File: src/rtl/mips_defs.sv
// Shared MIPS definitions: opcodes, functs, ALU and memory-size encodings, ID/EX layout.
package mips_defs;

    // Primary opcodes
    localparam logic [5:0] OP_RTYPE = 6'h00;
    localparam logic [5:0] OP_J     = 6'h02;
    localparam logic [5:0] OP_JAL   = 6'h03;
    localparam logic [5:0] OP_BEQ   = 6'h04;
    localparam logic [5:0] OP_BNE   = 6'h05;
    localparam logic [5:0] OP_BLEZ  = 6'h06;
    localparam logic [5:0] OP_BGTZ  = 6'h07;
    localparam logic [5:0] OP_ADDI  = 6'h08;
    localparam logic [5:0] OP_ADDIU = 6'h09;
    localparam logic [5:0] OP_SLTI  = 6'h0A;
    localparam logic [5:0] OP_SLTIU = 6'h0B;
    localparam logic [5:0] OP_ANDI  = 6'h0C;
    localparam logic [5:0] OP_ORI   = 6'h0D;
    localparam logic [5:0] OP_XORI  = 6'h0E;
    localparam logic [5:0] OP_LUI   = 6'h0F;
    localparam logic [5:0] OP_LB    = 6'h20;
    localparam logic [5:0] OP_LW    = 6'h23;
    localparam logic [5:0] OP_LBU   = 6'h24;
    localparam logic [5:0] OP_SB    = 6'h28;
    localparam logic [5:0] OP_SW    = 6'h2B;

    // R-type funct codes
    localparam logic [5:0] FN_SLL  = 6'h00;
    localparam logic [5:0] FN_SRL  = 6'h02;
    localparam logic [5:0] FN_SRA  = 6'h03;
    localparam logic [5:0] FN_JR   = 6'h08;
    localparam logic [5:0] FN_ADD  = 6'h20;
    localparam logic [5:0] FN_ADDU = 6'h21;
    localparam logic [5:0] FN_SUB  = 6'h22;
    localparam logic [5:0] FN_SUBU = 6'h23;
    localparam logic [5:0] FN_AND  = 6'h24;
    localparam logic [5:0] FN_OR   = 6'h25;
    localparam logic [5:0] FN_XOR  = 6'h26;
    localparam logic [5:0] FN_NOR  = 6'h27;
    localparam logic [5:0] FN_SLT  = 6'h2A;
    localparam logic [5:0] FN_SLTU = 6'h2B;

    // ALU operation codes consumed by execute
    localparam logic [3:0] ALU_NOP  = 4'h0;
    localparam logic [3:0] ALU_ADD  = 4'h1;
    localparam logic [3:0] ALU_ADDU = 4'h2;
    localparam logic [3:0] ALU_SUB  = 4'h3;
    localparam logic [3:0] ALU_SUBU = 4'h4;
    localparam logic [3:0] ALU_AND  = 4'h5;
    localparam logic [3:0] ALU_OR   = 4'h6;
    localparam logic [3:0] ALU_XOR  = 4'h7;
    localparam logic [3:0] ALU_NOR  = 4'h8;
    localparam logic [3:0] ALU_SLT  = 4'h9;
    localparam logic [3:0] ALU_SLTU = 4'hA;
    localparam logic [3:0] ALU_SLL  = 4'hB;
    localparam logic [3:0] ALU_SRL  = 4'hC;
    localparam logic [3:0] ALU_SRA  = 4'hD;
    localparam logic [3:0] ALU_LUI  = 4'hE;

    // Memory access widths
    localparam logic [1:0] MEM_WORD = 2'b00;
    localparam logic [1:0] MEM_BYTE = 2'b10;

    typedef enum logic [1:0] {ExtSign, ExtZero, ExtLui, ExtJump} ext_e;
    typedef enum logic [1:0] {DstNone, DstRd, DstRt, DstRa} dst_e;

    // ID/EX pipeline register; all-zero is a bubble (alu_op == ALU_NOP)
    typedef struct packed {
        logic [31:0] pc;
        logic [31:0] insn;
        logic [31:0] rs_data;
        logic [31:0] rt_data;
        logic [31:0] imm_ext;
        logic [4:0]  dest;
        logic [3:0]  alu_op;
        logic        alu_src;
        logic        reg_write;
        logic        mem_read;
        logic        mem_write;
        logic        mem_to_reg;
        logic        is_branch;
        logic        is_jump;
        logic [1:0]  mem_size;
        logic        illegal;
    } id_ex_t;

endpackage

File: src/rtl/regfile.sv
// 32x32 register file: two combinational read ports with write bypass, one write port.
module regfile #(
    parameter logic [31:0] STACK_INIT = 32'h8012_0000
) (
    input  logic        clock,
    input  logic        resetn,
    input  logic [4:0]  raddr_a_i,
    output logic [31:0] rdata_a_o,
    input  logic [4:0]  raddr_b_i,
    output logic [31:0] rdata_b_o,
    input  logic        we_i,
    input  logic [4:0]  waddr_i,
    input  logic [31:0] wdata_i
);

    logic [31:0] regs_q [32];

    // Write port with synchronous reset; r29 starts as the stack pointer
    always_ff @(posedge clock) begin
        if (!resetn) begin
            for (int i = 0; i < 32; i++) begin
                regs_q[i] <= (i == 29) ? STACK_INIT : 32'd0;
            end
        end else if (we_i && (waddr_i != 5'd0)) begin
            regs_q[waddr_i] <= wdata_i;
        end
    end

    // Read ports: same-cycle write is forwarded, r0 always reads zero
    always_comb begin
        rdata_a_o = regs_q[raddr_a_i];
        rdata_b_o = regs_q[raddr_b_i];
        if (we_i && (waddr_i == raddr_a_i)) rdata_a_o = wdata_i;
        if (we_i && (waddr_i == raddr_b_i)) rdata_b_o = wdata_i;
        if (raddr_a_i == 5'd0) rdata_a_o = 32'd0;
        if (raddr_b_i == 5'd0) rdata_b_o = 32'd0;
    end

endmodule

File: src/rtl/decode.sv
// Decode stage: field decode, operand read, load-use hazard detection, ID/EX register.
module decode
    import mips_defs::*;
#(
    parameter logic [31:0] STACK_INIT = 32'h8012_0000
) (
    input  logic        clock,
    input  logic        resetn,
    input  logic [31:0] pc_in,
    input  logic [31:0] insn_in,
    input  logic        do_branch,
    input  logic        wb_en,
    input  logic [4:0]  wb_addr,
    input  logic [31:0] wb_data,
    output logic        stall,
    output logic [31:0] pc_out,
    output logic [31:0] insn_out,
    output logic [31:0] rs_data,
    output logic [31:0] rt_data,
    output logic [31:0] imm_ext,
    output logic [4:0]  dest,
    output logic [3:0]  alu_op,
    output logic        alu_src,
    output logic        reg_write,
    output logic        mem_read,
    output logic        mem_write,
    output logic        mem_to_reg,
    output logic        is_branch,
    output logic        is_jump,
    output logic [1:0]  mem_size,
    output logic        illegal
);

    logic [5:0]  op, funct;
    logic [4:0]  rs, rt, rd;
    logic [31:0] rs_val, rt_val;
    logic        legal, rs_used, rt_src, bubble;
    ext_e        ext;
    dst_e        dst;
    id_ex_t      dec, id_ex_d, id_ex_q;

    assign op    = insn_in[31:26];
    assign rs    = insn_in[25:21];
    assign rt    = insn_in[20:16];
    assign rd    = insn_in[15:11];
    assign funct = insn_in[5:0];

    regfile #(.STACK_INIT(STACK_INIT)) u_regfile (
        .clock     (clock),
        .resetn    (resetn),
        .raddr_a_i (rs),
        .rdata_a_o (rs_val),
        .raddr_b_i (rt),
        .rdata_b_o (rt_val),
        .we_i      (wb_en),
        .waddr_i   (wb_addr),
        .wdata_i   (wb_data)
    );

    // Decode opcode/funct into control signals and operand-usage flags
    always_comb begin
        dec     = '0;
        legal   = 1'b1;
        rs_used = 1'b1;
        rt_src  = 1'b0;
        ext     = ExtSign;
        dst     = DstNone;
        case (op)
            OP_RTYPE: begin
                rt_src        = 1'b1;
                dst           = DstRd;
                dec.reg_write = 1'b1;
                case (funct)
                    FN_ADD:  dec.alu_op = ALU_ADD;
                    FN_ADDU: dec.alu_op = ALU_ADDU;
                    FN_SUB:  dec.alu_op = ALU_SUB;
                    FN_SUBU: dec.alu_op = ALU_SUBU;
                    FN_AND:  dec.alu_op = ALU_AND;
                    FN_OR:   dec.alu_op = ALU_OR;
                    FN_XOR:  dec.alu_op = ALU_XOR;
                    FN_NOR:  dec.alu_op = ALU_NOR;
                    FN_SLT:  dec.alu_op = ALU_SLT;
                    FN_SLTU: dec.alu_op = ALU_SLTU;
                    FN_SLL:  begin dec.alu_op = ALU_SLL; rs_used = 1'b0; end
                    FN_SRL:  begin dec.alu_op = ALU_SRL; rs_used = 1'b0; end
                    FN_SRA:  begin dec.alu_op = ALU_SRA; rs_used = 1'b0; end
                    FN_JR: begin
                        dec.is_jump   = 1'b1;
                        dec.reg_write = 1'b0;
                        dst           = DstNone;
                    end
                    default: legal = 1'b0;
                endcase
            end
            OP_J: begin
                dec.is_jump = 1'b1;
                rs_used     = 1'b0;
                ext         = ExtJump;
            end
            OP_JAL: begin
                dec.is_jump   = 1'b1;
                dec.reg_write = 1'b1;
                rs_used       = 1'b0;
                ext           = ExtJump;
                dst           = DstRa;
            end
            OP_BEQ, OP_BNE: begin
                dec.is_branch = 1'b1;
                dec.alu_op    = ALU_SUB;
                rt_src        = 1'b1;
            end
            OP_BLEZ, OP_BGTZ: begin
                dec.is_branch = 1'b1;
                dec.alu_op    = ALU_SUB;
            end
            OP_ADDI, OP_ADDIU, OP_SLTI, OP_SLTIU, OP_ANDI, OP_ORI, OP_XORI, OP_LUI: begin
                dec.alu_src   = 1'b1;
                dec.reg_write = 1'b1;
                dst           = DstRt;
                case (op)
                    OP_ADDI:  dec.alu_op = ALU_ADD;
                    OP_ADDIU: dec.alu_op = ALU_ADDU;
                    OP_SLTI:  dec.alu_op = ALU_SLT;
                    OP_SLTIU: dec.alu_op = ALU_SLTU;
                    OP_ANDI:  begin dec.alu_op = ALU_AND; ext = ExtZero; end
                    OP_ORI:   begin dec.alu_op = ALU_OR;  ext = ExtZero; end
                    OP_XORI:  begin dec.alu_op = ALU_XOR; ext = ExtZero; end
                    OP_LUI:   begin dec.alu_op = ALU_LUI; ext = ExtLui; rs_used = 1'b0; end
                    default:  dec.alu_op = ALU_NOP;
                endcase
            end
            OP_LW, OP_LB, OP_LBU: begin
                dec.alu_op     = ALU_ADDU;
                dec.alu_src    = 1'b1;
                dec.reg_write  = 1'b1;
                dec.mem_read   = 1'b1;
                dec.mem_to_reg = 1'b1;
                dec.mem_size   = (op == OP_LW) ? MEM_WORD : MEM_BYTE;
                dst            = DstRt;
            end
            OP_SW, OP_SB: begin
                dec.alu_op    = ALU_ADDU;
                dec.alu_src   = 1'b1;
                dec.mem_write = 1'b1;
                dec.mem_size  = (op == OP_SW) ? MEM_WORD : MEM_BYTE;
                rt_src        = 1'b1;
            end
            default: legal = 1'b0;
        endcase

        // An unsupported encoding becomes a bubble, so it must never raise a hazard
        if (!legal) begin
            rs_used = 1'b0;
            rt_src  = 1'b0;
        end

        dec.pc      = pc_in;
        dec.insn    = insn_in;
        dec.rs_data = rs_val;
        dec.rt_data = rt_val;

        case (ext)
            ExtSign: dec.imm_ext = {{16{insn_in[15]}}, insn_in[15:0]};
            ExtZero: dec.imm_ext = {16'd0, insn_in[15:0]};
            ExtLui:  dec.imm_ext = {insn_in[15:0], 16'd0};
            ExtJump: dec.imm_ext = {pc_in[31:28], insn_in[25:0], 2'b00};
        endcase

        case (dst)
            DstNone: dec.dest = 5'd0;
            DstRd:   dec.dest = rd;
            DstRt:   dec.dest = rt;
            DstRa:   dec.dest = 5'd31;
        endcase
    end

    // Load-use hazard against the load currently in ID/EX; a taken branch overrides it
    assign stall = id_ex_q.mem_read && (id_ex_q.dest != 5'd0) &&
                   ((rs_used && (id_ex_q.dest == rs)) || (rt_src && (id_ex_q.dest == rt))) &&
                   !do_branch;

    assign bubble = do_branch || stall || (pc_in == 32'd0) || !legal;

    // Next ID/EX contents: decoded instruction or bubble, flagging real illegal encodings
    always_comb begin
        id_ex_d = dec;
        if (bubble) begin
            id_ex_d         = '0;
            id_ex_d.illegal = !legal && !do_branch && (pc_in != 32'd0);
        end
    end

    // ID/EX pipeline register
    always_ff @(posedge clock) begin
        if (!resetn) begin
            id_ex_q <= '0;
        end else begin
            id_ex_q <= id_ex_d;
        end
    end

    assign pc_out     = id_ex_q.pc;
    assign insn_out   = id_ex_q.insn;
    assign rs_data    = id_ex_q.rs_data;
    assign rt_data    = id_ex_q.rt_data;
    assign imm_ext    = id_ex_q.imm_ext;
    assign dest       = id_ex_q.dest;
    assign alu_op     = id_ex_q.alu_op;
    assign alu_src    = id_ex_q.alu_src;
    assign reg_write  = id_ex_q.reg_write;
    assign mem_read   = id_ex_q.mem_read;
    assign mem_write  = id_ex_q.mem_write;
    assign mem_to_reg = id_ex_q.mem_to_reg;
    assign is_branch  = id_ex_q.is_branch;
    assign is_jump    = id_ex_q.is_jump;
    assign mem_size   = id_ex_q.mem_size;
    assign illegal    = id_ex_q.illegal;

endmodule

File: config.mk
export PLATFORM = sky130hd
export DESIGN_NAME = decode
export DESIGN_NICKNAME = d
export VERILOG_FILES = /design/src/rtl/mips_defs.sv /design/src/rtl/regfile.sv /design/src/rtl/decode.sv
export SDC_FILE = /design/constraint.sdc
export NUM_CORES = 2
export LEC_CHECK = 0
export ABC_AREA = 1
export CAP_MARGIN = 30
export CORE_UTILIZATION = 39
export DETAILED_ROUTE_END_ITERATION = 12
export PLACE_DENSITY = 0.64
export SYNTH_ARGS = -nofsm -noshare
export SYNTH_HDL_FRONTEND = slang
export SYNTH_SLANG_ARGS = --single-unit
File: constraint.sdc
create_clock -name clock -period 4.35 [get_ports clock]
set_input_delay 0.435 -clock clock [delete_from_list [all_inputs] [get_ports clock]]
set_output_delay 0.435 -clock clock [all_outputs]
set_load 0.005 [all_outputs]
==> impl_metrics.ini <==
[timing]
max_freq_mhz = 297
worst_slew_pin_slew_ns = 1.10
drv_slew = 0
setup_viol = 0
period_share_pct = 77.3
finClkSkew_ns = 0.0280
hold_viol_final = 0
setup_ws_ns = 0.985
rsz0062_at_grt = false
setup_tns_ns = 0
period_needed_ns = 3.36
max_slew_margin_pct = 26.4

[pwr]
power_mw = 28.4
netSwitchingFraction_pct = 27.5
p_comb_share_pct = 12.5
peakVddDrop_mv = 0.265
leakagePower_nw = 28.9
p_clk_share_pct = 40.5
power.density_nw_per_um2 = 394
p_switching_mw = 7.81
p_int_mw = 20.6
power_frac_seq_pct = 47.0

[clock_network]
root_buffer = clkbuf_16
post_cts_resized = 0
htree_levels = 4
cts_tree = done
clk_latency_ns = 0.80
cts_setup_buffers = 0
clkTransAtPathRegs_ns = 0.06
cts_hold_buffers = 0
numCtsBuffers = 133
clkSinkCount = 1201
clk_path_buf_depth = 3

[worst_setup_path]
worstRegToRegCells = 13
crit_type = reg -> out
worst-path-max-fanout = 5
crit_path_frequent_cell = nand2_1
cp.depth = 11
cp-end-kind = primary output
start_kind = flop
cp_num_buf_inv = 2
cp_top_family = simple AND/OR/NAND/NOR gates
cp_data_arrival_time_ns = 2.93
cp_slowest_stage_delay_ns = 0.60
cp_cell_sequence = inv_1, nand2_1, nand2_1, nor2_1, nand2_1, nor2_1, nand2_1, nand2_1, nand2_1, nor3b_1, clkdlybuf4s50_1
critical_path_required_ns = 3.91
crit_path_top_delay_cell = clkdlybuf4s50_1

[final_layout]
nNetsFinal = 7824
largest_register_ffs = 1024
layoutNonFillerInstCount = 9977
area_growth_pct = 14.6
drive_above_1_share_pct = 6.70
top_register = u_regfile.regs_q
diodes = 0

[yosys]
synth_area_um2 = 62900
synth_simple_gate_area_share_pct = 29.5
synthMuxAreaShare_pct = 0.0159
synth_ff_type = edfxtp_1
synth_compound_area_share_pct = 8.25
synthAdderAreaFrac_pct = 0
ys_seq_elements = 1201
ys_types = 39
syn_inst = 7756
ys_seq_area_share_pct = 54.5
synth_edf_count = 1024
synth-xor-area-share_pct = 0.167
yosys_warnings = 0
synth_top_family_by_area = simple AND/OR/NAND/NOR gates
synthArstFlopShare_pct = 0
synth.avg_cell_area_um2 = 8.11

[placed_design]
gp_congestion = 0.928
portBuffers = 283
place_inst = 9730
dp_hpwl_mm = 144
place_ws_ns = 0.960

[flow_run]
maxCapViolations = 0

[die]
io_pins = 285
die-area_um2 = 163000
core.rowCount = 146
start_util_pct = 39.5
core-area_um2 = 159000
die_x_um = 404
die_h_um = 404

[grt]
grt_max_degree = 165
grt_overflow_total = 0
grt_pass1_vias = 55200
grt_pass1_wl_mm = 358
grtUsageTotal_pct = 29.5
antenna_found_initial = 13

[min_path]
holdPathStages = 3
hp-class = in -> reg

[detailed_routing]
drc = 0
via_count = 58600
wl_per_cell_um = 24.8
antenna_left = 0
dr.pass1.iters = 7
vias_per_cell = 5.87
routed_wl_mm = 248
drt-initial-drc-count = 9228

[outcome]
status = finished clean
==> layer usage <==
layer,global-route usage [%],share of wire (%)
met1,37.9,37
met2,46.5,45
met3,6.80,13
met4,15.1,5.3
met5,0,0.035
==> area by class of cell <==
type	instances	area, µm²
well taps	2146	2690
repair buffers	466	4810
clock inverters	72	723
fillers	15200	87200
flip-flops and latches	1201	34300
inverters	454	1740
clock buffers	175	3650
multi-input cells	5463	24200
==> worst paths after layout <==
kind                                                from                endpoint  slack (ns)
setup reg to reg                      dest[3]$_SDFF_PP0_  rt_data[17]$_SDFF_PP0_        2.01
hold reg to reg   u_regfile.regs_q[20][16]$_SDFFCE_PN0P_  rt_data[16]$_SDFF_PP0_        0.83
hold / removal                                  pc_in[3]    pc_out[3]$_SDFF_PP0_        0.20
setup / recovery                      dest[3]$_SDFF_PP0_                   stall        0.99
==> cells in the final DEF (no fill, tap or decap), types with 3 or more instances in the layout <==
cell	synthesis	routed
clkdlybuf4s50_1	0	272
a31oi_1	14	14
o21ai_1	76	76
inv_2	15	13
clkbuf_1	372	29
inv_1	437	432
nand4_1	108	108
inv_8	0	5
nand3_1	962	960
nand3b_1	13	13
clkinv_2	0	20
xor2_1	7	7
nor2_1	1747	1745
o211ai_1	177	177
clkbuf_16	0	137
buf_4	37	141
or2_2	51	51
o22ai_1	25	25
bufinv_16	0	9
clkbuf_8	0	8
inv_6	0	6
clkinv_8	0	5
nor2_4	2	5
o21ai_0	334	334
edfxtp_1	1024	1024
buf_8	0	4
nand2_1	1569	1522
conb_1	1	34
xnor2_1	5	5
dfxtp_1	177	177
buf_2	185	3
clkinv_1	2	28
buf_12	0	40
a21oi_1	310	310
nor3_1	8	8
nand2_2	2	49
buf_16	0	5
nor2_2	6	5
==> cells by family (layout without fill, tap and decap cells) <==
kind of cell           count (synthesis)  after routing
AO/OA/AOI/OAI                        937            937
buffers and inverters               1125           1167
AND/OR/NAND/NOR                     4479           4479
other                                  1             34
flip-flops                          1201           1201
XOR/XNOR                              12             12
multiplexers                           1              1
==> cell usage after synthesis, drive strengths merged, types with 2 or more instances <==
cell type | count | area [µm²]
a21oi | 310 | 1550
a31oi | 14 | 87.6
and3 | 3 | 18.8
buf | 299 | 1600
clkbuf | 372 | 1400
clkinv | 2 | 7.51
dfxtp | 177 | 3540
edfxtp | 1024 | 30700
inv | 452 | 1700
nand2 | 1571 | 5900
nand3 | 963 | 4820
nand3b | 14 | 118
nand4 | 108 | 676
nor2 | 1755 | 6620
nor3 | 11 | 76.3
o211ai | 177 | 1330
o21ai | 410 | 2050
o22ai | 25 | 156
or2 | 51 | 319
xnor2 | 5 | 43.8
xor2 | 7 | 61.3
==> power groups by stage <==
stage          registers, mW  clock network [mW]  logic (mW)
6_report                13.3                11.5        3.56
5_1_grt                 13.4                12.0        3.78
4_1_cts                 13.3                11.5        3.44
3_5_place_dp            13.6                   0        3.43
3_3_place_gp            13.5                   0        3.37
2_1_floorplan           13.5                   0        2.07
==> worst register-to-register path: cells and delay by family, from the launching register on <==
kind / cells / cell delay, ns
simple gates: 10 / 0.94
flops: 1 / 0.43
buf+inv: 3 / 0.86
==> stage by stage <==
stage          area (µm²)  hold slack [ns]  utilization (%)
2_1_floorplan       63000            0.569                -
3_3_place_gp        67600            0.809             42.4
3_5_place_dp        67700            0.810             42.5
4_1_cts             72100            0.155             45.2
5_1_grt             72100            0.200             45.2
6_report            72100            0.199             45.2
(Power assumes the default switching activity.)
